[src/rtl/ahb_calc_top.sv]
// AHB-Lite zero-wait-state slave around a register-programmed 32-bit calculator.
// Host programs MODE/OPA/OPB, pulses START via CTRL, then reads RESULT/STATUS.
module ahb_calc_top #(
    parameter int ADDR_W = 32,
    parameter int DATA_W = 32
) (
    input  logic              hclk,
    input  logic              hresetn,
    input  logic              hsel,
    input  logic              hwrite,
    input  logic              hready,
    input  logic [2:0]        hsize,
    input  logic [1:0]        htrans,
    input  logic [2:0]        hburst,
    input  logic [DATA_W-1:0] hwdata,
    input  logic [ADDR_W-1:0] haddr,
    output logic              hready_resp,
    output logic [1:0]        hresp,
    output logic [DATA_W-1:0] hrdata
);

    localparam logic [5:0] A_CTRL   = 6'h00;
    localparam logic [5:0] A_MODE   = 6'h01;
    localparam logic [5:0] A_OPA    = 6'h02;
    localparam logic [5:0] A_OPB    = 6'h03;
    localparam logic [5:0] A_RESULT = 6'h04;
    localparam logic [5:0] A_STATUS = 6'h05;

    logic              wr_pend_q, wr_pend_d;
    logic [5:0]        wr_addr_q, wr_addr_d;
    logic [2:0]        mode_q, mode_d;
    logic [DATA_W-1:0] opa_q, opa_d;
    logic [DATA_W-1:0] opb_q, opb_d;
    logic [DATA_W-1:0] result_q, result_d;
    logic              done_q, done_d;
    logic              start_q, start_d;
    logic [DATA_W-1:0] hrdata_q, hrdata_d;
    logic              xfer_vld;
    logic [5:0]        rd_addr;
    logic [DATA_W-1:0] calc;

    // Size, burst, sequencing bit and non-decoded address bits carry no meaning here.
    logic unused_ok;
    assign unused_ok = ^{hsize, hburst, htrans[0], haddr[ADDR_W-1:8], haddr[1:0]};

    assign hready_resp = 1'b1;
    assign hresp       = 2'b00;
    assign hrdata      = hrdata_q;
    assign xfer_vld    = hsel & hready & htrans[1];
    assign rd_addr     = haddr[7:2];

    // Calculator datapath on the architectural register values.
    always_comb begin
        calc = '0;
        case (mode_q)
            3'd0: calc = opa_q & opb_q;
            3'd1: calc = opa_q | opb_q;
            3'd2: calc = opa_q ^ opb_q;
            3'd3: calc = opa_q + opb_q;
            3'd4: calc = opa_q - opb_q;
            3'd5: calc = opa_q[15:0] * opb_q[15:0];
            3'd6: calc = opa_q << opb_q[4:0];
            3'd7: calc = opa_q >> opb_q[4:0];
            default: calc = '0;
        endcase
    end

    // Address-phase capture, data-phase commit, start/done sequencing and read mux.
    // The read mux looks at the post-commit (_d) values so a write followed
    // directly by a read of the same register returns the new data.
    always_comb begin
        wr_pend_d = xfer_vld & hwrite;
        wr_addr_d = (xfer_vld & hwrite) ? haddr[7:2] : wr_addr_q;
        mode_d    = mode_q;
        opa_d     = opa_q;
        opb_d     = opb_q;
        start_d   = 1'b0;
        result_d  = result_q;
        done_d    = done_q;
        hrdata_d  = hrdata_q;

        if (wr_pend_q) begin
            case (wr_addr_q)
                A_CTRL:  start_d = hwdata[0];
                A_MODE:  mode_d  = hwdata[2:0];
                A_OPA:   opa_d   = hwdata;
                A_OPB:   opb_d   = hwdata;
                default: ;
            endcase
        end

        if (start_q) begin
            result_d = calc;
            done_d   = 1'b1;
        end
        // A fresh START drops DONE for the cycle before the new result lands.
        if (start_d) done_d = 1'b0;

        if (xfer_vld & ~hwrite) begin
            case (rd_addr)
                A_MODE:   hrdata_d = {{(DATA_W-3){1'b0}}, mode_d};
                A_OPA:    hrdata_d = opa_d;
                A_OPB:    hrdata_d = opb_d;
                A_RESULT: hrdata_d = result_q;
                A_STATUS: hrdata_d = {{(DATA_W-1){1'b0}}, done_q};
                default:  hrdata_d = '0;
            endcase
        end
    end

    // State registers; reset also cancels any pending write.
    always_ff @(posedge hclk or negedge hresetn) begin
        if (!hresetn) begin
            wr_pend_q <= 1'b0;
            wr_addr_q <= '0;
            mode_q    <= '0;
            opa_q     <= '0;
            opb_q     <= '0;
            result_q  <= '0;
            done_q    <= 1'b0;
            start_q   <= 1'b0;
            hrdata_q  <= '0;
        end else begin
            wr_pend_q <= wr_pend_d;
            wr_addr_q <= wr_addr_d;
            mode_q    <= mode_d;
            opa_q     <= opa_d;
            opb_q     <= opb_d;
            result_q  <= result_d;
            done_q    <= done_d;
            start_q   <= start_d;
            hrdata_q  <= hrdata_d;
        end
    end

endmodule

[config.mk]
export PLATFORM = sky130hd
export DESIGN_NAME = ahb_calc_top
export DESIGN_NICKNAME = d
export VERILOG_FILES = /design/src/rtl/ahb_calc_top.sv
export SDC_FILE = /design/constraint.sdc
export NUM_CORES = 1
export LEC_CHECK = 0
export ABC_AREA = 0
export CORE_MARGIN = 1
export CORE_UTILIZATION = 43
export CTS_CLUSTER_DIAMETER = 60
export DETAILED_ROUTE_END_ITERATION = 12
export PLACE_DENSITY = 0.69
export REMOVE_ABC_BUFFERS = 1
export SYNTH_ARGS = -nofsm -noshare
export SYNTH_HDL_FRONTEND = slang
export SYNTH_SLANG_ARGS = --single-unit
[constraint.sdc]
create_clock -name hclk -period 9.4 [get_ports hclk]
set_input_delay 1.41 -clock hclk [delete_from_list [all_inputs] [get_ports hclk]]
set_output_delay 1.41 -clock hclk [all_outputs]
set_load 0.02 [all_outputs]
==> results of run 1 <==
-- through the flow --
stage	setup WS [ps]	std cells	utilization, %
after floorplan	1810	2425	-
after global placement	1750	3211	46.5
after detailed placement	1700	3211	46.5
after CTS	1620	3243	47.6
after global routing	1320	3243	47.6
final	1560	3243	47.6
-- synthesized netlist by cell type (26+ instances only) --
library cell  instances
nand2_1             318
inv_1               315
nor2_1              305
ha_1                201
fa_1                195
o21ai_0             165
dfrtp_1             140
clkbuf_1            116
a21oi_1             115
xnor2_1              64
mux2_2               58
mux4_2               50
mux2i_1              43
a21o_1               35
a22oi_1              33
o22a_1               28
a221oi_1             26
-- cell families (layout without fill, tap and decap cells) --
group	Yosys count	after routing	share of synthesized area (%)
simple gates	754	754	14.6
compound gates	574	574	17.3
buf+inv	498	483	8.97
fa+ha+maj	396	396	29.6
mux	151	151	10.2
flops	140	140	16.2
xor+xnor	78	78	3.15
other cells	2	3	0.0346
-- area by class of cell --
| cell class | instances | area, µm² |
|---|---|---|
| fill | 4783 | 25800 |
| clock buffer | 21 | 480 |
| timing repair buffer | 122 | 1100 |
| inverter | 329 | 1230 |
| sequential | 140 | 3510 |
| clock inverter | 11 | 109 |
| tap | 664 | 831 |
| multi-input combinational | 1956 | 16200 |
-- per-layer routing --
layer | up-vias | GRT usage [%] | routed length [µm]
li1 | 8746 | - | -
met3 | 214 | 6.92 | 7730
met4 | 0 | 14.4 | 3600
met5 | - | 0 | 0
met1 | 9936 | 43.1 | 32500
met2 | 1073 | 50.1 | 35900
-- flip-flops by register name, summed over array words and instances, names as in the netlist, 3 cells and up --
signal     flops
hrdata        32
mode_q         3
opa_q         32
opb_q         32
result_q      32
wr_addr_q      6
-- worst reg2reg max path: stages, from the launching register on --
cell	delay, ps
dfrtp_1	1120
inv_1	480
nor2_1	270
fa_1	410
inv_1	80
fa_1	450
fa_1	530
inv_1	60
fa_1	520
fa_1	510
inv_1	50
fa_1	490
inv_1	50
ha_1	390
nand3_1	100
a211oi_1	370
o41a_1	310
o21ai_4	130
o21ai_1	250
a31oi_1	140
xnor2_1	180
a221oi_1	640
o22ai_1	180
-- how the worst max path moves through the flow --
stage	start	to	slack, ps	depth (start not counted)
after detailed placement	opa_q[9]	result_q[23]	1700	22
final	opa_q[9]	result_q[23]	1560	22
after global routing	opa_q[9]	result_q[23]	1320	22
after CTS	opa_q[9]	result_q[23]	1620	22
after floorplan	opb_q[1]	result_q[25]	1810	22
after global placement	opa_q[9]	result_q[23]	1750	22
==> metrics.md, run 1 <==
| Metric | Value |
|---|---|
| Cts hold-fix bufs | `0` |
| Worst Min Path Start | `wr_addr_q[2]` |
| Hold slack final | `477 ps` |
| Worst skew pair latency | `510 ps` |
| CP Buf/Inv Count | `5` |
| Yosys top cell area share | `between 10% and 20%` |
| Worst-Margin Slew | `1170 ps` |
| Post-synthesis sequential area ratio | `16.2%` |
| Diode count | `0` |
| Number of synthesized flops with an enable pin | `0` |
| Initial DRC Count | `2420` |
| CP max stage delay | `~1100 ps` |
| Drt pass-1 iters | `8` |
| Initial Utilization | `~44%` |
| Fraction of layout cells with a size suffix above 1 | `8.80%` |
| Final GP Congestion | `between 1 and 1.5` |
| Synth async-reset ratio | `100%` |
| Initial antenna violation count | `0` |
| Number of buffers added on ports | `75` |
| Nets | `between 3000 and 4000` |
| Crit path max-delay family | `adder cells` |
| Most used cell, CP | `fa_1` |
| Crit-path cells | `inv_1, nor2_1, fa_1, inv_1, fa_1, fa_1, inv_1, fa_1, fa_1, inv_1, fa_1, inv_1, ha_1, nand3_1, a211oi_1, o41a_1, o21ai_4, o21ai_1, a31oi_1, xnor2_1, a221oi_1, o22ai_1` |
| Arrival @ worst endpoint | `roughly 8200 ps` |
| Root buffer cell | `clkbuf_16` |
| Die width | `227 µm` |
| Critical Path Fanout Max | `21` |
| Area grow syn2layout | `8.48%` |
| Yosys warnings | `0` |
| Post-DRT Antenna Nets | `0` |
| Finish-stage setup viols | `0` |
| Largest net degree at the start of global routing | `76` |
| Core Region | `0.0494 mm²` |
| Crit path time final | `a little under 8000 ps` |
| Postcts setup bufs | `0` |
| Main flop type after synthesis | `dfrtp_1` |
| Final WL | `79700 µm` |
| First-pass GRT wire length | `122000 µm` |
| Vias in the first global route | `~20000` |
| Worst Hold End | `wr_addr_q[2]` |
| Post-CTS Resized | `0` |
| Number of failing hold endpoints at the final stage | `0` |
| Reg2Reg Depth | `22` |
| # Max-Cap Violations | `0` |
| Syn Std Cell Area | `0.0217 mm²` |
| Slew Limit Fails | `0` |
| Syn Area/Cell | `8.36 µm²` |
| Boundary Pins | `112` |
| H-tree depth | `4` |
| Post-route clock period utilization | `between 80% and 90%` |
| Slowest CP cell | `dfrtp_1` |
| Vias per inst | `~6.2` |
| Row Count | `81` |
| DP Area | `between 0.02 and 0.025 mm²` |
| Most area-consuming cells after synthesis | `fa_1 (18%), dfrtp_1 (16%), ha_1 (12%)` |
| Reg-to-reg critical path startpoint | `opa_q[9]` |
| Crit Path Category | `flip-flop to flip-flop` |
| Total CTS buffers | `17` |
| Final Cell Area | `0.0235 mm²` |
| GRT overflow | `0` |
| Worst R2R End | `result_q[23]` |
| Cell taking the most area after synthesis | `fa_1` |
| RSZ-0062 raised after global routing | `no` |
| Final Skew | `28.0 ps` |
| Worst Setup Start Kind | `flip-flop` |
| Commonest non-fill, non-tap cell in the layout | `nand2_1` |
| Critical Path End Type | `flip-flop` |
| Die Y | `between 200 and 250 µm` |
| Yosys reg bits | `140` |
| Via count | `20000` |
| HPWL after DPL | `58300 µm` |
| CTS tree | `built` |
| Gate Count Post-Synth | `~2600` |
| Post-DR wirelength/cell | `24.6 µm` |
| Slew HR | `between 20% and 30%` |
| Reg2reg setup slack | `about 1600 ps` |
| Post-synthesis cell type count | `slightly above 80` |
| Most frequent cells in the layout | `nand2_1 (318), inv_1 (315), nor2_1 (304)` |
| Total Routing Usage GR | `between 30% and 40%` |
| Total negative slack | `0 ps` |
| Hold Crit Depth | `2` |
| Die area | `0.0513 mm²` |
| Outcome | `completed` |
| Reg clk slew, reported paths | `approximately 60 ps` |
| Max Buffers Root-to-Sink | `2` |
| Max Freq | `128 MHz` |
| # DRC | `0` |
| CP required | `9750 ps` |
| Tightest Hold Check Type | `flip-flop to flip-flop` |
| Sink Count | `140` |
Power of run 1 is not shown: default switching activity piles up to over one toggle a cycle in this logic, so the estimate is an artifact.
==> inputs of run 2 (changes only) <==
==> constraint.sdc (replaced) <==
create_clock -name hclk -period 7.9 [get_ports hclk]
set_input_delay 1.185 -clock hclk [delete_from_list [all_inputs] [get_ports hclk]]
set_output_delay 1.185 -clock hclk [all_outputs]
set_load 0.02 [all_outputs]
==> run 2 against run 1 <==
Wire length rose by 3.7%. Sequential share of layout area fell by 0.22 points. First-iteration DRC count fell by 13%. Critical path depth did not move. Core utilization rose by 0.71 points. Global-route usage rose by 1.0 points. Design area rose by 1.5%. Setup slack got worse by 820 ps. Die area did not move.
==> metrics.md, run 2 (same netlist as run 1, synthesis figures left out) <==
| Metric | Value |
|---|---|
| Outcome | `completed` |
| Crit-path cells | `ha_1, inv_1, fa_1, inv_1, fa_1, fa_1, fa_1, fa_1, inv_1, fa_1, inv_1, ha_1, a21o_1, a31o_2, a31oi_1, and3b_1, o21ai_1, a21oi_2, xnor2_1, buf_4, a2111oi_2, a221oi_1` |
| Crit path time final | `between 7000 and 8000 ps` |
| Most used cell, CP | `fa_1` |
| Worst skew pair latency | `510 ps` |
| Core Region | `0.0494 mm²` |
| Die Y | `227 µm` |
| Post-route clock period utilization | `90.6%` |
| Via count | `20200` |
| Tightest Hold Check Type | `flip-flop to flip-flop` |
| Final GP Congestion | `1.01` |
| Post-DRT Antenna Nets | `0` |
| Cts hold-fix bufs | `0` |
| Drt pass-1 iters | `6` |
| Nets | `3082` |
| Largest net degree at the start of global routing | `78` |
| Post-CTS Resized | `0` |
| Critical path launch point | `opb_q[8]` |
| Reg clk slew, reported paths | `around 60 ps` |
| Max Buffers Root-to-Sink | `2` |
| Diode count | `0` |
| Row Count | `81` |
| Slew HR | `approximately 23%` |
| # DRC | `0` |
| Hold Crit Depth | `2` |
| Reg2reg setup slack | `740 ps` |
| Worst Setup Start Kind | `flip-flop` |
| CTS tree | `built` |
| H-tree depth | `4` |
| Post-DR wirelength/cell | `between 20 and 30 µm` |
| Area grow syn2layout | `10.1%` |
| Final Cell Area | `0.0239 mm²` |
| Worst-Margin Slew | `1160 ps` |
| Most frequent cells in the layout | `nand2_1 (318), inv_1 (315), nor2_1 (304)` |
| Worst setup endpoint | `result_q[25]` |
| Critical Path Fanout Max | `17` |
| Final Skew | `16.4 ps` |
| CP required | `8230 ps` |
| Total Routing Usage GR | `33.3%` |
| Final WL | `between 80000 and 90000 µm` |
| Worst R2R End | `result_q[25]` |
| DP Area | `approximately 0.023 mm²` |
| Root buffer cell | `clkbuf_16` |
| Reg-to-reg critical path startpoint | `opb_q[8]` |
| Vias in the first global route | `20400` |
| # Max-Cap Violations | `0` |
| Commonest non-fill, non-tap cell in the layout | `nand2_1` |
| Number of failing hold endpoints at the final stage | `0` |
| First-pass GRT wire length | `125000 µm` |
| Slowest CP cell | `dfrtp_1` |
| Critical Path End Type | `flip-flop` |
| Die width | `227 µm` |
| CP max stage delay | `950 ps` |
| Initial DRC Count | `2116` |
| Crit Path Category | `flip-flop to flip-flop` |
| Fraction of layout cells with a size suffix above 1 | `10.3%` |
| Finish-stage setup viols | `0` |
| Initial Utilization | `43.9%` |
| HPWL after DPL | `~62000 µm` |
| Postcts setup bufs | `0` |
| Die area | `0.0513 mm²` |
| RSZ-0062 raised after global routing | `no` |
| Slew Limit Fails | `0` |
| GRT overflow | `0` |
| Total negative slack | `0 ps` |
| Boundary Pins | `112` |
| Sink Count | `140` |
| Reg2Reg Depth | `22` |
| Arrival @ worst endpoint | `about 7500 ps` |
| Initial antenna violation count | `1` |
| Vias per inst | `approximately 6` |
| Number of buffers added on ports | `75` |
| Max Freq | `between 100 and 150 MHz` |
| Total CTS buffers | `17` |
run 2: changes by cell type in the layout (fill, tap and decap cells not counted):
cell        change
clkbuf_1        +2
nor3_1          -1
clkinv_4        -1
buf_4          +43
inv_8           -1
clkbuf_8        -1
bufinv_16       +2
clkinvlp_4      -2
nor3_2          +1
clkinv_2        +1
run 2: layout make-up:
class                      instances  area [µm²]
fill                            4772       25500
sequential                       140        3510
timing repair buffer             165        1420
tap                              664         831
clock inverter                    10         139
multi-input combinational       1956       16300
inverter                         329        1230
clock buffer                      22         474
run 2: worst max-delay path, delay by kind of cell (launching register included):
| kind | cells | cell delay (ps) |
|---|---|---|
| AO/OA/AOI/OAI | 7 | 1650 |
| XOR/XNOR | 1 | 100 |
| adder cells (fa/ha/maj) | 8 | 3610 |
| buffers and inverters | 5 | 390 |
| flip-flops | 1 | 950 |
| AND/OR/NAND/NOR | 1 | 290 |
run 2: worst min-delay path by stage:
stage,from,endpoint,slack [ps]
floorplan,wr_addr_q[3],wr_addr_q[3],450
global placement,wr_addr_q[5],wr_addr_q[5],460
detailed placement,wr_addr_q[4],wr_addr_q[4],460
CTS,wr_addr_q[4],wr_addr_q[4],480
global route,wr_addr_q[4],wr_addr_q[4],500
finish,wr_addr_q[3],wr_addr_q[3],480
run 2: routing by layer:
| metal | vias to the layer above | GRT usage, % | share of wire [%] |
|---|---|---|---|
| li1 | 8807 | - | - |
| met1 | 10200 | 43.5 | 41 |
| met2 | 1066 | 52.6 | 45 |
| met3 | 214 | 6.18 | 8.5 |
| met4 | 2 | 16.7 | 5.1 |
| met5 | - | 0 | 0.0085 |
run 2: metrics by stage:
step | hold slack (ps) | std cells | setup slack, ps | util (%)
final | 483 | 3286 | 739 | 48.4
after global routing | 498 | 3286 | 492 | 48.4
after CTS | 479 | 3286 | 874 | 48.4
after detailed placement | 464 | 3254 | 927 | 47.1
after global placement | 459 | 3254 | 885 | 47.1
after floorplan | 446 | 2425 | 306 | -
Power of run 2 is left out for the same reason.
